$ cat src/rtl/ps2_rx_ctrl.sv
// PS/2 host receive controller: synchronises ps2_clk/ps2_dat, deframes 11-bit
// frames and queues good scancodes in a show-ahead FIFO with sticky fault flags.
module ps2_rx_ctrl #(
    parameter int FIFO_DEPTH = 8,
    parameter int TIMEOUT    = 4000
) (
    input  logic                          clock,
    input  logic                          reset,
    input  logic                          ps2_clk,
    input  logic                          ps2_dat,
    input  logic                          rd_en,
    input  logic                          clr_err,
    output logic                          rd_valid,
    output logic [7:0]                    rd_data,
    output logic [$clog2(FIFO_DEPTH):0]   count,
    output logic                          parity_err,
    output logic                          frame_err,
    output logic                          overflow
);

    localparam int AW = $clog2(FIFO_DEPTH);

    typedef enum logic [1:0] {IDLE, DATA, PARITY, STOP} state_t;

    logic [2:0]  ck_sync, dt_sync;
    logic        ck_prev;
    logic        fall, din, timeout;
    logic [12:0] to_cnt;

    state_t      state, state_nxt;
    logic [2:0]  bit_cnt, bit_nxt;
    logic [7:0]  shreg, sh_nxt;
    logic        par_ok, par_nxt;
    logic        push, set_perr, set_ferr;

    logic [7:0]  mem [FIFO_DEPTH];
    logic [AW:0] wr_ptr, rd_ptr;
    logic        full, pop, wr_ok, set_ovf;

    // Stage 2 of each synchroniser is the sampled value; ck_prev holds the prior one.
    always_ff @(posedge clock or posedge reset) begin
        if (reset) begin
            ck_sync <= 3'b111;
            dt_sync <= 3'b111;
            ck_prev <= 1'b1;
        end else begin
            ck_sync <= {ck_sync[1:0], ps2_clk};
            dt_sync <= {dt_sync[1:0], ps2_dat};
            ck_prev <= ck_sync[2];
        end
    end

    assign fall = ck_prev & ~ck_sync[2];
    assign din  = dt_sync[2];

    always_ff @(posedge clock or posedge reset) begin
        if (reset)
            to_cnt <= '0;
        else if (fall || state == IDLE)
            to_cnt <= '0;
        else
            to_cnt <= to_cnt + 13'd1;
    end

    assign timeout = (state != IDLE) && (to_cnt == 13'(TIMEOUT));

    always_ff @(posedge clock or posedge reset) begin
        if (reset) begin
            state   <= IDLE;
            bit_cnt <= '0;
            shreg   <= '0;
            par_ok  <= 1'b0;
        end else begin
            state   <= state_nxt;
            bit_cnt <= bit_nxt;
            shreg   <= sh_nxt;
            par_ok  <= par_nxt;
        end
    end

    always_comb begin
        state_nxt = state;
        bit_nxt   = bit_cnt;
        sh_nxt    = shreg;
        par_nxt   = par_ok;
        push      = 1'b0;
        set_perr  = 1'b0;
        set_ferr  = 1'b0;
        if (timeout) begin
            state_nxt = IDLE;
            sh_nxt    = '0;
            set_ferr  = 1'b1;
        end else if (fall) begin
            case (state)
                IDLE: begin
                    if (!din) begin
                        state_nxt = DATA;
                        bit_nxt   = '0;
                    end
                end
                DATA: begin
                    sh_nxt[bit_cnt] = din;
                    bit_nxt         = bit_cnt + 3'd1;
                    if (bit_cnt == 3'd7)
                        state_nxt = PARITY;
                end
                PARITY: begin
                    par_nxt   = ^{shreg, din};
                    state_nxt = STOP;
                end
                STOP: begin
                    state_nxt = IDLE;
                    if (!din)
                        set_ferr = 1'b1;
                    else if (!par_ok)
                        set_perr = 1'b1;
                    else
                        push = 1'b1;
                end
                default: state_nxt = IDLE;
            endcase
        end
    end

    // A push into a full FIFO still lands when the head is popped in the same cycle.
    assign count    = wr_ptr - rd_ptr;
    assign rd_valid = (count != '0);
    assign full     = (count == (AW+1)'(FIFO_DEPTH));
    assign pop      = rd_en & rd_valid;
    assign wr_ok    = push & (~full | pop);
    assign set_ovf  = push & full & ~pop;
    assign rd_data  = mem[rd_ptr[AW-1:0]];

    always_ff @(posedge clock or posedge reset) begin
        if (reset) begin
            wr_ptr <= '0;
            rd_ptr <= '0;
            for (int i = 0; i < FIFO_DEPTH; i++)
                mem[i] <= '0;
        end else begin
            if (wr_ok) begin
                mem[wr_ptr[AW-1:0]] <= shreg;
                wr_ptr              <= wr_ptr + 1'b1;
            end
            if (pop)
                rd_ptr <= rd_ptr + 1'b1;
        end
    end

    always_ff @(posedge clock or posedge reset) begin
        if (reset) begin
            parity_err <= 1'b0;
            frame_err  <= 1'b0;
            overflow   <= 1'b0;
        end else begin
            if (set_perr)     parity_err <= 1'b1;
            else if (clr_err) parity_err <= 1'b0;
            if (set_ferr)     frame_err  <= 1'b1;
            else if (clr_err) frame_err  <= 1'b0;
            if (set_ovf)      overflow   <= 1'b1;
            else if (clr_err) overflow   <= 1'b0;
        end
    end

endmodule

$ cat config.mk
export PLATFORM = sky130hd
export DESIGN_NAME = ps2_rx_ctrl
export DESIGN_NICKNAME = d
export VERILOG_FILES = /design/src/rtl/ps2_rx_ctrl.sv
export SDC_FILE = /design/constraint.sdc
export NUM_CORES = 1
export LEC_CHECK = 0
export CAP_MARGIN = 15
export CORE_UTILIZATION = 26
export DETAILED_ROUTE_END_ITERATION = 16
export PLACE_DENSITY = 0.43
export SLEW_MARGIN = 20
export SYNTH_ARGS = -nofsm -noshare
export SYNTH_HDL_FRONTEND = slang
export SYNTH_SLANG_ARGS = --single-unit
$ cat constraint.sdc
create_clock -name clock -period 5.1 [get_ports clock]
set_input_delay 1.02 -clock clock [delete_from_list [all_inputs] [get_ports clock]]
set_output_delay 1.02 -clock clock [all_outputs]
set_load 0.005 [all_outputs]
==> qor.csv, run 1 <==
metric,value,unit
Slew Limit Fails,0,
Synth Flop Type,dfrtp_1,
Clock H-tree levels,3,
CP Buf/Inv Count,3,
vias in the first global route,3545,
critical path's top delay family,buffers and inverters,
post_cts resized,0,
Cells after Synth,439,
post-CTS setup buffers,0,
Power Dens Cells,438.7,nW/um^2
Slew @ Worst Pin,670.5,ps
Mean Syn Cell Area,12.60,sq um
Vias,3413,
syn nets,460,
CTS tree,done,
Final Hold Viols,0,
Final HPWL DP,8.425,mm
Final Setup Violations,0,
starting DRC count in detailed routing,118,
Port Buffers,21,
final setup skew,8.791,ps
Inserted Clock Buffers,9,
number of different library cells in the post-synthesis netlist,56,
Initial Util,0.2691,
"Design Area, Final",6316,sq um
height of the die,147.9,microns
Lkg Pwr,2.847,nW
switching share of power,0.3397,
WP data required,4080,ps
slowest CP cell,clkdlybuf4s50_1,
Worst IR Drop VDD,0.1846,mV
Final min period,3946,ps
DRC Markers,0,
core area,20560,sq um
Synth Warn #,0,
setup TNS,0,ps
status,completed,
CP Class,flop to output pin,
die area,21870,sq um
Max Fclk,253.4,MHz
first-pass GRT wire length,20.19,mm
Post-synth EDFFs,0,
die width,147.9,microns
Worst-path clk slew,70,ps
register area,2736,sq um
Routed WL per cell,17.28,microns
ANT nets after route,0,
Pint,1.829,mW
Fin Hold WS,357.5,ps
MaxCap Viol Count,0,
# rows,52,
Max-slew headroom,0.5497,
# fillers,2110,
Layout area overhead,14.16,%
Clock Latency Late Sink,350,ps
fin util,0.3072,
Placed Instance Area,5972,sq um
post-route clock period utilization,0.7737,
drt via density,4.727,
overall routed net length,12.48,mm
Tot GR Track Use,0.1227,
startpoint class of the critical path,flop,
Root Buffer,clkbuf_16,
Net Sw Power,0.9412,mW
overall power after layout,2.771,mW
Boundary Pins,22,
ANT cells,0,
hold buffers post-CTS,0,
cells along the critical path,"buf_4, ha_1, inv_1, fa_1, xor2_1, or3_1, o21bai_1, clkdlybuf4s50_1",
register bit total from synthesis,109,
first-pass iteration count of the detailed router,4,
layout cell share with drive strength beyond 1,0.2765,
Syn Std Cell Area,5533,sq um
"Seq/Total Area, Yosys",0.4946,
clock sink count,109,
crit path DAT,2930,ps
HP Class,flop to flop,
routability congestion estimate,0.7623,
Max Root-Sink Buffers,2,
Sequential Power Share,0.415,
multi-input logic area,2591,sq um
Combinational Power Share,0.297,
largest net degree at the start of global routing,47,
Nets,468,
Crit. End Element,output pin,
RSZ-0062 raised after global routing,no,
Overflow after GRT,0,
critical path's largest stage delay,480,ps
Clk network pwr share,0.287,
initial antenna violation count,0,
crit-path max FO,20,
ys async rst share,1.000,
-- cell usage in the layout (no fill, tap or decap), types with 2 or more instances in the layout --
| master | count |
|---|---|
| o21ai_0 | 14 |
| a31oi_1 | 2 |
| dfstp_2 | 7 |
| clkdlybuf4s50_1 | 21 |
| nor3_1 | 6 |
| nand2_1 | 34 |
| a21oi_1 | 9 |
| and3_1 | 6 |
| nand4_2 | 2 |
| and4_4 | 4 |
| ha_1 | 14 |
| or3_1 | 6 |
| nand3b_1 | 2 |
| xor2_1 | 10 |
| clkbuf_8 | 3 |
| o21ai_1 | 3 |
| o32ai_1 | 2 |
| dfrtp_1 | 102 |
| and4_1 | 3 |
| buf_4 | 4 |
| nand2b_1 | 4 |
| nand3_1 | 9 |
| nor2b_1 | 3 |
| mux2_4 | 32 |
| inv_1 | 15 |
| mux2_2 | 35 |
| nor2_1 | 25 |
| clkbuf_16 | 9 |
| mux4_2 | 16 |
| bufinv_16 | 2 |
| nand3_2 | 2 |
| xnor2_1 | 14 |
| a211oi_1 | 2 |
| nand4_1 | 4 |
| a32o_1 | 2 |
-- Yosys cell counts (all sizes together) (2+ instances only) --
master  count  area, sq um
nor4        2        27.53
nand3b      2        15.01
o21ai      17        85.08
ha         14        175.2
and4        7        71.32
or3         6        37.54
or4         2        18.77
dfrtp     102         2552
nand2      34        127.6
o32ai       2        17.52
nand4       6        50.04
and3        6        37.54
nor3        6        30.03
mux2       67        874.6
dfstp       7        183.9
a32o        2        20.02
buf         8        66.31
nor2       26        100.1
clkbuf     20        75.07
mux4       16        360.4
a21oi       9        45.04
nor2b       3        18.77
inv        16        60.06
nand3      11        65.06
a211oi      2        15.01
a31oi       2        12.51
xor2       10        87.58
nand2b      4        25.02
xnor2      14        122.6
-- metrics by stage --
step	worst slack [ps]	std cells
2_1_floorplan	1218	439
3_3_place_gp	1555	706
3_5_place_dp	1491	706
4_1_cts	1097	722
5_1_grt	966.3	722
6_report	1154	722
-- registers in the layout (all words and copies together), names as in the netlist --
| name | flops |
|---|---|
| to_cnt | 13 |
| overflow | 1 |
| parity_err | 1 |
| bit_cnt | 3 |
| dt_sync | 3 |
| frame_err | 1 |
| state | 2 |
| mem | 64 |
| par_ok | 1 |
| ck_prev | 1 |
| shreg | 8 |
| rd_ptr | 4 |
| ck_sync | 3 |
| wr_ptr | 4 |
-- per-layer routing --
| metal | vias up | GRT usage | wire [microns] |
|---|---|---|---|
| li1 | 1577 | - | - |
| met1 | 1759 | 0.1659 | 6233 |
| met2 | 61 | 0.1908 | 5571 |
| met3 | 16 | 0.02747 | 394 |
| met4 | 0 | 0.04691 | 278 |
| met5 | - | 0 | 0 |
-- power groups by stage --
| stage | sequential (mW) | combinational, mW | clock, mW |
|---|---|---|---|
| finish | 1.15 | 0.824 | 0.796 |
| detailed placement | 1.17 | 0.834 | 0 |
| global route | 1.17 | 0.929 | 0.851 |
| floorplan | 1.04 | 0.673 | 0 |
| global placement | 1.17 | 0.815 | 0 |
| CTS | 1.15 | 0.838 | 0.824 |
-- cell families (layout without fill, tap and decap cells) --
group | Yosys count | count (layout) | share of synthesized area
fa+ha+maj | 15 | 15 | 0.03528
simple gates | 118 | 118 | 0.1194
buf+inv | 45 | 58 | 0.03709
xor+xnor | 24 | 24 | 0.03799
flops | 109 | 109 | 0.4946
compound gates | 44 | 44 | 0.05066
mux | 84 | 84 | 0.2250
-- worst paths after layout --
kind / from / end / slack (ps) / cells after the start
max in group asynchronous: reset / ck_sync[2] / 3110 / 3
min reg2reg: dt_sync[1] / dt_sync[2] / 360 / 0
max reg2reg: rd_ptr[0] / mem[19] / 1660 / 9
max: rd_ptr[0] / rd_valid / 1150 / 8
min: dt_sync[1] / dt_sync[2] / 360 / 0
min in group asynchronous: reset / state[1] / 1090 / 2
-- layout make-up --
class                      instances  area share
clock buffer                      12     0.04219
tap                              270     0.05349
sequential                       109      0.4332
timing repair buffer              25     0.03803
inverter                          17     0.01050
clock inverter                     4     0.01228
multi-input combinational        285      0.4103
(Power assumes the default switching activity.)
==> inputs of run 2 (changes only) <==
Clock period 5.1 ns to 4.05 ns, I/O delays scaled along.
==> run 2 against run 1 <==
  * Global-route usage about the same
  * Final cell count increased by 0.14%
  * Sequential share of layout area increased by 0.27 points
  * Clock power increased by 6.7%
  * Critical path type unchanged
  * Non-clock buffer count increased by 1
  * Total power increased by 20%
  * Count of clock-buffer cells in the layout decreased by 3
  * Flip-flop and latch count unchanged
  * Cell area decreased by 0.61%
==> qor.csv, run 2 (same netlist as run 1, synthesis figures left out) <==
metric,value,unit,change
CP Class,flop to output pin,,
Initial Util,0.2691,,unchanged
Overflow after GRT,0,,unchanged
hold buffers post-CTS,0,,unchanged
RSZ-0062 raised after global routing,no,,
Final Hold Viols,0,,unchanged
Final Setup Violations,0,,unchanged
Hold Path Sink,dt_sync[1],,
Final HPWL DP,8.324,mm,-1.2%
Lkg Pwr,2.817,nW,-1.0%
ANT cells,0,,unchanged
MaxCap Viol Count,0,,unchanged
Max-slew headroom,0.5579,,+0.008225
slowest CP cell,dfrtp_1,,
post-route clock period utilization,0.9174,,
WP data required,3240,ps,-840 ps
drt via density,4.694,,-0.69%
placed cells,707,,+0.14%
Clock H-tree levels,3,,unchanged
Nets,469,,+0.21%
post_cts resized,0,,unchanged
cells along the critical path,"clkinv_1, ha_1, xor2_1, or3_1, o21bai_1, clkdlybuf4s50_1",,
crit path DAT,2910,ps,-20 ps
Max Fclk,269.1,MHz,
Port Buffers,21,,unchanged
FF-to-FF path depth,7,,-2
multi-input logic area,2591,sq um,unchanged
final setup skew,5.642,ps,-3.149 ps
Clock Latency Late Sink,350,ps,about the same
CTS tree,done,,
DRC Markers,0,,unchanged
Power Dens Cells,531.7,nW/um^2,+21%
critical path's top delay family,buffers and inverters,,
reg-to-reg critical path startpoint,rd_ptr[2],,
# fillers,2124,,+0.66%
crit-path max FO,11,,-45%
die width,147.9,microns,unchanged
first-pass GRT wire length,20.38,mm,+0.92%
"commonest cells after routing, fill and taps aside","dfrtp_1, mux2_2, nand2_1, mux2_4, nor2_1",,
Final Worst Setup Slack,334.4,ps,-819.5 ps
ANT nets after route,0,,unchanged
largest net degree at the start of global routing,51,,+8.5%
post-CTS setup buffers,0,,unchanged
Worst IR Drop VDD,0.3062,mV,+66%
clock sink count,109,,unchanged
setup TNS,0,ps,unchanged
number of flip-flops under the largest register name,64,,unchanged
initial antenna violation count,0,,unchanged
Routed WL per cell,17.11,microns,-0.96%
Slew Limit Fails,0,,unchanged
Inserted Clock Buffers,9,,unchanged
hold path start,dt_sync[0],,
overall routed net length,12.37,mm,-0.83%
startpoint class of the critical path,flop,,
Crit. End Element,output pin,,
# rows,52,,unchanged
reg2reg setup slack,630,ps,-1030 ps
core area,20560,sq um,unchanged
register area,2736,sq um,unchanged
Slew @ Worst Pin,663.2,ps,-7.302 ps
status,completed,,
Layout area overhead,13.46,%,
setup slack at placement,625.3,ps,-865.4 ps
Boundary Pins,22,,unchanged
Tot GR Track Use,0.1230,,+0.0002648
height of the die,147.9,microns,unchanged
Top reg by flops,mem,,
hold path cells,0,,unchanged
Reg-to-Reg End,mem[1],,
Vias,3394,,-0.56%
biggest regs,"mem x64, to_cnt x13, shreg x8",,
Worst-path clk slew,70,ps,about the same
Post-Layout Cell Count,723,,+0.14%
HP Class,flop to flop,,
layout cell share with drive strength beyond 1,0.2781,,+0.001597
Max Root-Sink Buffers,2,,unchanged
starting DRC count in detailed routing,187,,+58%
routability congestion estimate,0.7754,,+1.7%
Final min period,3716,ps,
first-pass iteration count of the detailed router,4,,unchanged
vias in the first global route,3631,,+2.4%
critical path's largest stage delay,570,ps,+90 ps
die area,21870,sq um,unchanged
Root Buffer,clkbuf_16,,
CP Buf/Inv Count,2,,-1
"most common cell after layout, fill and taps aside",dfrtp_1,,
run 2: worst max-delay path by stage:
| stage | startpoint | to | slack [ps] | cells after the start |
|---|---|---|---|---|
| after floorplan | reset | bit_cnt[0] | 380 | 1 |
| after global placement | rd_ptr[2] | mem[21] | 610 | 7 |
| after detailed placement | rd_ptr[2] | mem[20] | 630 | 7 |
| after CTS | rd_ptr[2] | rd_valid | 280 | 6 |
| after global routing | rd_ptr[2] | rd_valid | 110 | 6 |
| final | rd_ptr[2] | rd_valid | 330 | 6 |
run 2: area by class of cell:
class / count / area share
Clock buffer: 9 / 0.03588
Sequential cell: 109 / 0.4359
Multi-Input combinational cell: 285 / 0.4128
Clock inverter: 7 / 0.009567
Timing Repair Buffer: 26 / 0.04146
Tap cell: 270 / 0.05382
Inverter: 17 / 0.01056
run 2: through the flow:
stage / hold WS (ps) / power, mW / utilization / area, sq um
floorplan: 345.2 / 2.152 / - / 5533
global placement: 346.3 / 2.512 / 0.2914 / 5992
detailed placement: 347.2 / 2.526 / 0.2914 / 5992
CTS: 358.2 / 3.398 / 0.3053 / 6277
global route: 361.1 / 3.593 / 0.3053 / 6277
finish: 357.7 / 3.338 / 0.3053 / 6277
run 2: routing by layer:
layer	vias up	GRT usage	wire length [microns]
met4	0	0.03093	140
met1	1750	0.1633	5959
met5	-	0	0
li1	1578	-	-
met2	58	0.1976	5774
met3	8	0.03364	499
run 2: report_power, final:
part | switching, mW | total (mW) | internal (mW)
registers | 0.241 | 1.45 | 1.21
clock network | 0.422 | 0.849 | 0.426
logic | 0.540 | 1.04 | 0.497
run 2: worst register-to-register path: stages (launching register included):
cell      delay (ps)
dfrtp_1          570
clkinv_1         380
ha_1             430
xor2_1           170
or3_1            320
or4_1            670
nand3_2          390
mux2_2           380
